==> src/rtl/accel_pkg.sv <==
// Shared constants and types for the factorial accelerator: register map,
// FSM state encoding and result width.
package accel_pkg;

    localparam int RESULT_W = 32;

    localparam logic [3:0] ADDR_N_RES0 = 4'd0;
    localparam logic [3:0] ADDR_RES1   = 4'd1;
    localparam logic [3:0] ADDR_RES2   = 4'd2;
    localparam logic [3:0] ADDR_RES3   = 4'd3;
    localparam logic [3:0] ADDR_STATUS = 4'd4;
    localparam logic [3:0] ADDR_START  = 4'd5;
    localparam logic [3:0] ADDR_INTEN  = 4'd6;
    localparam logic [3:0] ADDR_DONE   = 4'd7;

    typedef enum logic [0:0] {
        IDLE = 1'b0,
        CALC = 1'b1
    } state_t;

endpackage

==> src/rtl/fact_datapath.sv <==
// Factorial datapath: running product acc, down-counter cnt and the 32x8
// multiplier that folds cnt into acc on every step.
module fact_datapath
    import accel_pkg::*;
(
    input  logic                clk,
    input  logic                rst,
    input  logic                load,
    input  logic                step,
    input  logic [7:0]          n_value,
    output logic [RESULT_W-1:0] acc,
    output logic                cnt_gt1
);

    logic [RESULT_W-1:0] acc_r;
    logic [7:0]          cnt_r;
    logic [RESULT_W-1:0] mul_s;

    // Product is deliberately truncated: results wrap modulo 2^32.
    assign mul_s   = acc_r * {{(RESULT_W-8){1'b0}}, cnt_r};
    assign acc     = acc_r;
    assign cnt_gt1 = (cnt_r > 8'd1);

    // Accumulator and counter update: load on start, step while cnt > 1.
    always_ff @(posedge clk) begin
        if (rst) begin
            acc_r <= {RESULT_W{1'b0}};
            cnt_r <= 8'd0;
        end else if (load) begin
            acc_r <= {{(RESULT_W-1){1'b0}}, 1'b1};
            cnt_r <= n_value;
        end else if (step) begin
            acc_r <= mul_s;
            cnt_r <= cnt_r - 8'd1;
        end
    end

endmodule

==> src/rtl/factorial_accelerator.sv <==
// Memory-mapped factorial coprocessor: bus decoder, host registers and FSM.
// Optional sticky overflow flag (status bit 1) is built when ACCEL_OVF_EN is defined.
module factorial_accelerator
    import accel_pkg::*;
#(
    parameter int dataWidth = 8,
    parameter int addrWidth = 4
)
(
    input  logic                 clk,
    input  logic                 rst,
    input  logic                 cs,
    input  logic                 readmem,
    input  logic                 writemem,
    input  logic [addrWidth-1:0] address,
    input  logic [dataWidth-1:0] dataIn,
    output logic [dataWidth-1:0] dataOut,
    output logic                 memDataReady,
    output logic                 interrupt
);

    state_t              state_r;
    logic [7:0]          n_r;
    logic                int_en_r;
    logic                done_r;
    logic [RESULT_W-1:0] result_r;

    logic                wr_s;
    logic                rd_s;
    logic                wr_n_s;
    logic                wr_start_s;
    logic                wr_inten_s;
    logic                clr_done_s;
    logic                busy_s;
    logic                load_s;
    logic                step_s;
    logic                cnt_gt1_s;
    logic                ovf_s;
    logic [RESULT_W-1:0] acc_s;
    logic [dataWidth-1:0] rdata_s;

    assign wr_s       = cs & writemem;
    assign rd_s       = cs & readmem;
    assign wr_n_s     = wr_s & (address == ADDR_N_RES0);
    assign wr_start_s = wr_s & (address == ADDR_START);
    assign wr_inten_s = wr_s & (address == ADDR_INTEN);
    assign clr_done_s = wr_s & (address == ADDR_DONE) & ~dataIn[0];

    assign busy_s    = (state_r == CALC);
    assign load_s    = (state_r == IDLE) & wr_start_s;
    assign step_s    = busy_s & cnt_gt1_s;
    assign interrupt = done_r & int_en_r;

    fact_datapath u_datapath (
        .clk     (clk),
        .rst     (rst),
        .load    (load_s),
        .step    (step_s),
        .n_value (n_r),
        .acc     (acc_s),
        .cnt_gt1 (cnt_gt1_s)
    );

`ifdef ACCEL_OVF_EN
    logic ovf_r;

    // Sticky overflow: re-evaluated only when a computation is launched.
    always_ff @(posedge clk) begin
        if (rst) begin
            ovf_r <= 1'b0;
        end else if (load_s) begin
            ovf_r <= (n_r > 8'd12);
        end
    end

    assign ovf_s = ovf_r;
`else
    assign ovf_s = 1'b0;
`endif

    // Host-writable registers; n may change mid-run since the datapath latched its copy.
    always_ff @(posedge clk) begin
        if (rst) begin
            n_r      <= 8'd0;
            int_en_r <= 1'b0;
        end else begin
            if (wr_n_s) begin
                n_r <= dataIn[7:0];
            end
            if (wr_inten_s) begin
                int_en_r <= dataIn[0];
            end
        end
    end

    // Control FSM; completion takes priority over a same-cycle host clear of done.
    always_ff @(posedge clk) begin
        if (rst) begin
            state_r  <= IDLE;
            done_r   <= 1'b0;
            result_r <= {RESULT_W{1'b0}};
        end else begin
            case (state_r)
                IDLE: begin
                    if (wr_start_s) begin
                        state_r <= CALC;
                        done_r  <= 1'b0;
                    end else if (clr_done_s) begin
                        done_r <= 1'b0;
                    end
                end
                CALC: begin
                    if (cnt_gt1_s) begin
                        if (clr_done_s) begin
                            done_r <= 1'b0;
                        end
                    end else begin
                        result_r <= acc_s;
                        done_r   <= 1'b1;
                        state_r  <= IDLE;
                    end
                end
                default: begin
                    state_r <= IDLE;
                end
            endcase
        end
    end

    // Read mux over current register values, so a same-cycle write is not visible.
    always_comb begin
        rdata_s = 8'h00;
        case (address)
            ADDR_N_RES0: rdata_s = result_r[7:0];
            ADDR_RES1:   rdata_s = result_r[15:8];
            ADDR_RES2:   rdata_s = result_r[23:16];
            ADDR_RES3:   rdata_s = result_r[31:24];
            ADDR_STATUS: rdata_s = {6'd0, ovf_s, busy_s};
            ADDR_INTEN:  rdata_s = {7'd0, int_en_r};
            ADDR_DONE:   rdata_s = {7'd0, done_r};
            default:     rdata_s = 8'h00;
        endcase
    end

    // Registered read port: data valid the cycle after the read is sampled.
    always_ff @(posedge clk) begin
        if (rst) begin
            dataOut      <= 8'h00;
            memDataReady <= 1'b0;
        end else begin
            memDataReady <= rd_s;
            if (rd_s) begin
                dataOut <= rdata_s;
            end
        end
    end

endmodule

==> config.mk <==
export PLATFORM = sky130hd
export DESIGN_NAME = factorial_accelerator
export DESIGN_NICKNAME = d
export VERILOG_FILES = /design/src/rtl/accel_pkg.sv /design/src/rtl/fact_datapath.sv /design/src/rtl/factorial_accelerator.sv
export SDC_FILE = /design/constraint.sdc
export NUM_CORES = 1
export LEC_CHECK = 0
export ABC_AREA = 1
export BUFFER_PORTS_ARGS = -buffer_cell sky130_fd_sc_hd__buf_2
export CAP_MARGIN = 20
export CORE_AREA = 5 5 159 131
export CTS_BUF_LIST = sky130_fd_sc_hd__clkbuf_8
export CTS_CLUSTER_DIAMETER = 100
export DETAILED_ROUTE_END_ITERATION = 6
export DIE_AREA = 0 0 164 136
export PLACE_DENSITY = 0.73
export SYNTH_ARGS = -nofsm -noshare
export SYNTH_HDL_FRONTEND = slang
export SYNTH_SLANG_ARGS = --single-unit
==> constraint.sdc <==
create_clock -name clk -period 5.5 [get_ports clk]
set_clock_uncertainty 0.15 [all_clocks]
set_input_delay 0 -clock clk [delete_from_list [all_inputs] [get_ports clk]]
set_output_delay 0 -clock clk [all_outputs]
set_load 0.05 [all_outputs]
==> key figures <==
Status
  • Status: complete, no violations

STA
  • Worst Max-Slew Pin Slew: 1.07 ns
  • Min Tclk post-route: 5.12 ns
  • Relative slew slack: 28.9%
  • Final Hold Vio Count: 0
  • FMAX: 195 MHz
  • Final worst-path cycle share: 93.1%
  • RSZ-0062 raised after global routing: false
  • Max Slew Vio Count: 0
  • Setup violations, final: 0
  • Sum of negative setup slack: 0 ns
  • Hold WS: 0.0177 ns

Clocking
  • CTS max path bufs: 2
  • CTS Sinks: 92
  • CTS root buf: clkbuf_8
  • CTS tree: built
  • H-tree lvl count: 3
  • Number of CTS-inserted buffers: 9
  • Clk slew on worst S/H paths: 0.11 ns
  • Post-CTS resize count: 0
  • Worst skew pair latency: 0.40 ns

Logic synthesis
  • Post-Syn Area per Cell: 6.73 um^2
  • Synth Area in Simple Gates: 25.1%
  • Mapped Cells: 1688
  • XOR/XNOR share of the synthesized area: 1.08%
  • Synth area leader: fa_1
  • Register area share after synthesis: 16.2%
  • Synthesized cell area: 11400 um^2
  • Post-synthesis adder-cell area fraction: 32.1%
  • Compound-Gate Fraction of Synth Area: 8.21%
  • Synth unique cells: 44
  • Main combinational cell family by area after synthesis: adder cells
  • Mux cell area share after synthesis: 0%
  • Top cells by area, synth: fa_1 (27%), dfxtp_1 (16%), nand2_1 (15%)
  • Synth Net Count: 1903
  • Warnings from Yosys: 0
  • Synth top area share: 27.5%
  • Yosys reg bits: 92

Floorplanning
  • Core area: 19200 um^2
  • Io pins: 27
  • Die area: 22300 um^2
  • Initial Util: 59.1%
  • Site Rows: 46
  • Die H: 136 um
  • Die W: 164 um

Global route
  • Grt ovf: 0
  • Busiest grt layer: met2
  • Gr usage total: 29.6%
  • GRT met3 Usage: 5.30%
  • Global-route wire length before repair: 51.6 mm
  • Met1 usage: 39.5%
  • Vias in the first global route: 10081
  • Met2 GRT Util: 46.9%
  • Largest net degree at the start of global routing: 40
  • Initial antenna violation count: 0

Placement
  • IO buf count: 26
  • Hpwl dp: 24.3 mm
  • RePlAce Congestion: 0.920
  • Dpl cells: 1920

Final layout
  • Nets: 1914
  • Fillers: 1814
  • FF/Latch Area: 1840 um^2
  • Fin cells: 1969
  • Area growth, synth to finish: 6.79%
  • Final Util: 63.1%
  • Multi-input gate area in the final layout: 7550 um^2
  • Layout cells sized above 1: 4.75%

Detailed routing
  • Post-Route WL: 31.9 mm
  • DRC viols: 0
  • Drt via density: 5.33
  • DRT antenna net count: 0
  • Avg WL per Cell: 16.2 um
  • TritonRoute pass-1 iters: 6
  • Drt first-iter violations: 1110
  • Vias: 10485

Power and ir drop
  • Worst VDD drop: 0.119 mV
  • Overall Power: 1.20 mW
  • Pleak: 7.42 nW
  • Power Dens Cells: 98.5 nW/um^2

Worst setup path
  • CP Launch Type: flop
  • Slowest CP cell: dfxtp_1
  • Setup crit start: u_datapath.cnt_r[5]
  • Worst-path fanout max: 16
  • Critical Path RT: 5.69 ns
  • Kind of critical path: flop to flop
  • Data arrival time of the worst path: 5.31 ns
  • Crit-path max cell delay: 0.77 ns
  • Worst-path cell chain: buf_4 -> nand2_1 -> fa_1 -> inv_1 -> fa_1 -> inv_1 -> fa_1 -> inv_1 -> fa_1 -> ha_1 -> nand2_1 -> nor2_1 -> nand2_1 -> nor3_1 -> nand2_1 -> nand3_1 -> nand2_1 -> nand3_1 -> nand2_1 -> inv_1
  • FF-to-FF Start: u_datapath.cnt_r[5]
  • Crit. End Element: flop
  • Most common cell on crit path: nand2_1

Hold path
  • Hold Crit Start: writemem
  • Hold Path Class: primary input to flop

Job
  • Max Cap Viol: 0
## layout by cell type, fill, tap and decap left out, types with 2 or more instances in the layout
master         netlist  final
inv_2                5      5
nand4_1             12     12
o21bai_1            10     10
nand3_1             74     74
clkinv_2             0      2
buf_2               15     26
o21ai_1             12     12
xnor2_1              4      4
ha_1                42     42
clkbuf_8             0      9
inv_6                0      3
buf_4                3     17
a31oi_1              4      4
a21oi_1             69     69
dlygate4sd3_1        0     32
fa_1               156    156
o21ai_0             59     59
o211ai_1             3      3
inv_1              425    425
nand2_1            453    453
nor2_2               5      5
o2111ai_1            6      6
nor3_1               8      8
nor2_1             142    142
nor2_4               2      2
xor2_1              10     10
nand2_2              2      2
dfxtp_1             92     92
## final timing paths
check / end / cells past startpoint / slack [ns]
worst min-delay path: done_r / 5 / 0.02
worst max-delay path: u_datapath.acc[29] / 20 / 0.38
worst max register to register: u_datapath.acc[29] / 20 / 0.38
worst min register to register: result_r[0] / 2 / 0.31
## repair_timing
action | CTS | global route
hold buffers | 32 | 0
setup buffers | 0 | 0
endpoints found under the hold margin | 23 | 0
## sequential cells by signal (all words and copies together) (netlist names)
signal	cells
memDataReady	1
int_en_r	1
u_datapath.cnt_r	8
done_r	1
busy_s	1
n_r	8
dataOut	8
u_datapath.acc	32
result_r	32
## synth_stat cells, drive strengths merged
master,count
a31o,1
clkbuf,49
ha,42
inv,431
nor2,149
nand3,74
o221ai,1
or2,2
nor3b,1
and2,1
xnor2,4
a21o,1
fa,156
clkinv,2
nand2,455
a32o,1
buf,27
nand4,13
dfxtp,92
o21bai,10
a31oi,4
o22ai,1
xor2,10
o2111ai,6
nor3,9
o211ai,3
nand3b,1
o21a,1
a21oi,69
o21ai,72
## report_power, final
part / internal [mW] / switching, mW / leakage (nW)
Combinational: 0.0203 / 0.0383 / 6.58
Clock: 0.171 / 0.295 / 0.0923
Sequential: 0.669 / 0.00241 / 0.741
## worst max-delay path, delay by kind of cell, from the launching register on
kind | cells | cell delay (ns)
adder cells (fa/ha/maj) | 5 | 2.37
buffers and inverters | 5 | 0.57
flip-flops | 1 | 0.77
AND/OR/NAND/NOR | 10 | 1.20
## kinds of logic after synthesis
logic type | count (synthesis)
and+or+nand+nor | 705
buffers and inverters | 509
adders and majority gates | 198
AOI/OAI and AO/OA | 170
DFF | 92
xor gates and xnor gates | 14
## area by class of cell
cell class	instances	share of cell area, %
antenna	1	0.0206
timing repair buffer	76	4.93
clock buffer	9	1.02
inverter	433	13.5
clock inverter	7	0.454
multi-input combinational	1087	62.2
sequential	92	15.2
tap	264	2.72
## metrics by stage
step,setup slack (ns),cell area (um^2)
6_report,0.377,12100
5_1_grt,0.0941,12100
4_1_cts,0.486,12100
3_5_place_dp,0.497,11600
3_3_place_gp,0.519,11600
2_1_floorplan,0.924,11400
## routing by layer
layer	vias up	wire length (um)
met5	-	0
met4	0	1600
met1	4930	13000
met3	85	2900
met2	498	14400
li1	4972	-
Power figures use the tool's default switching activity.
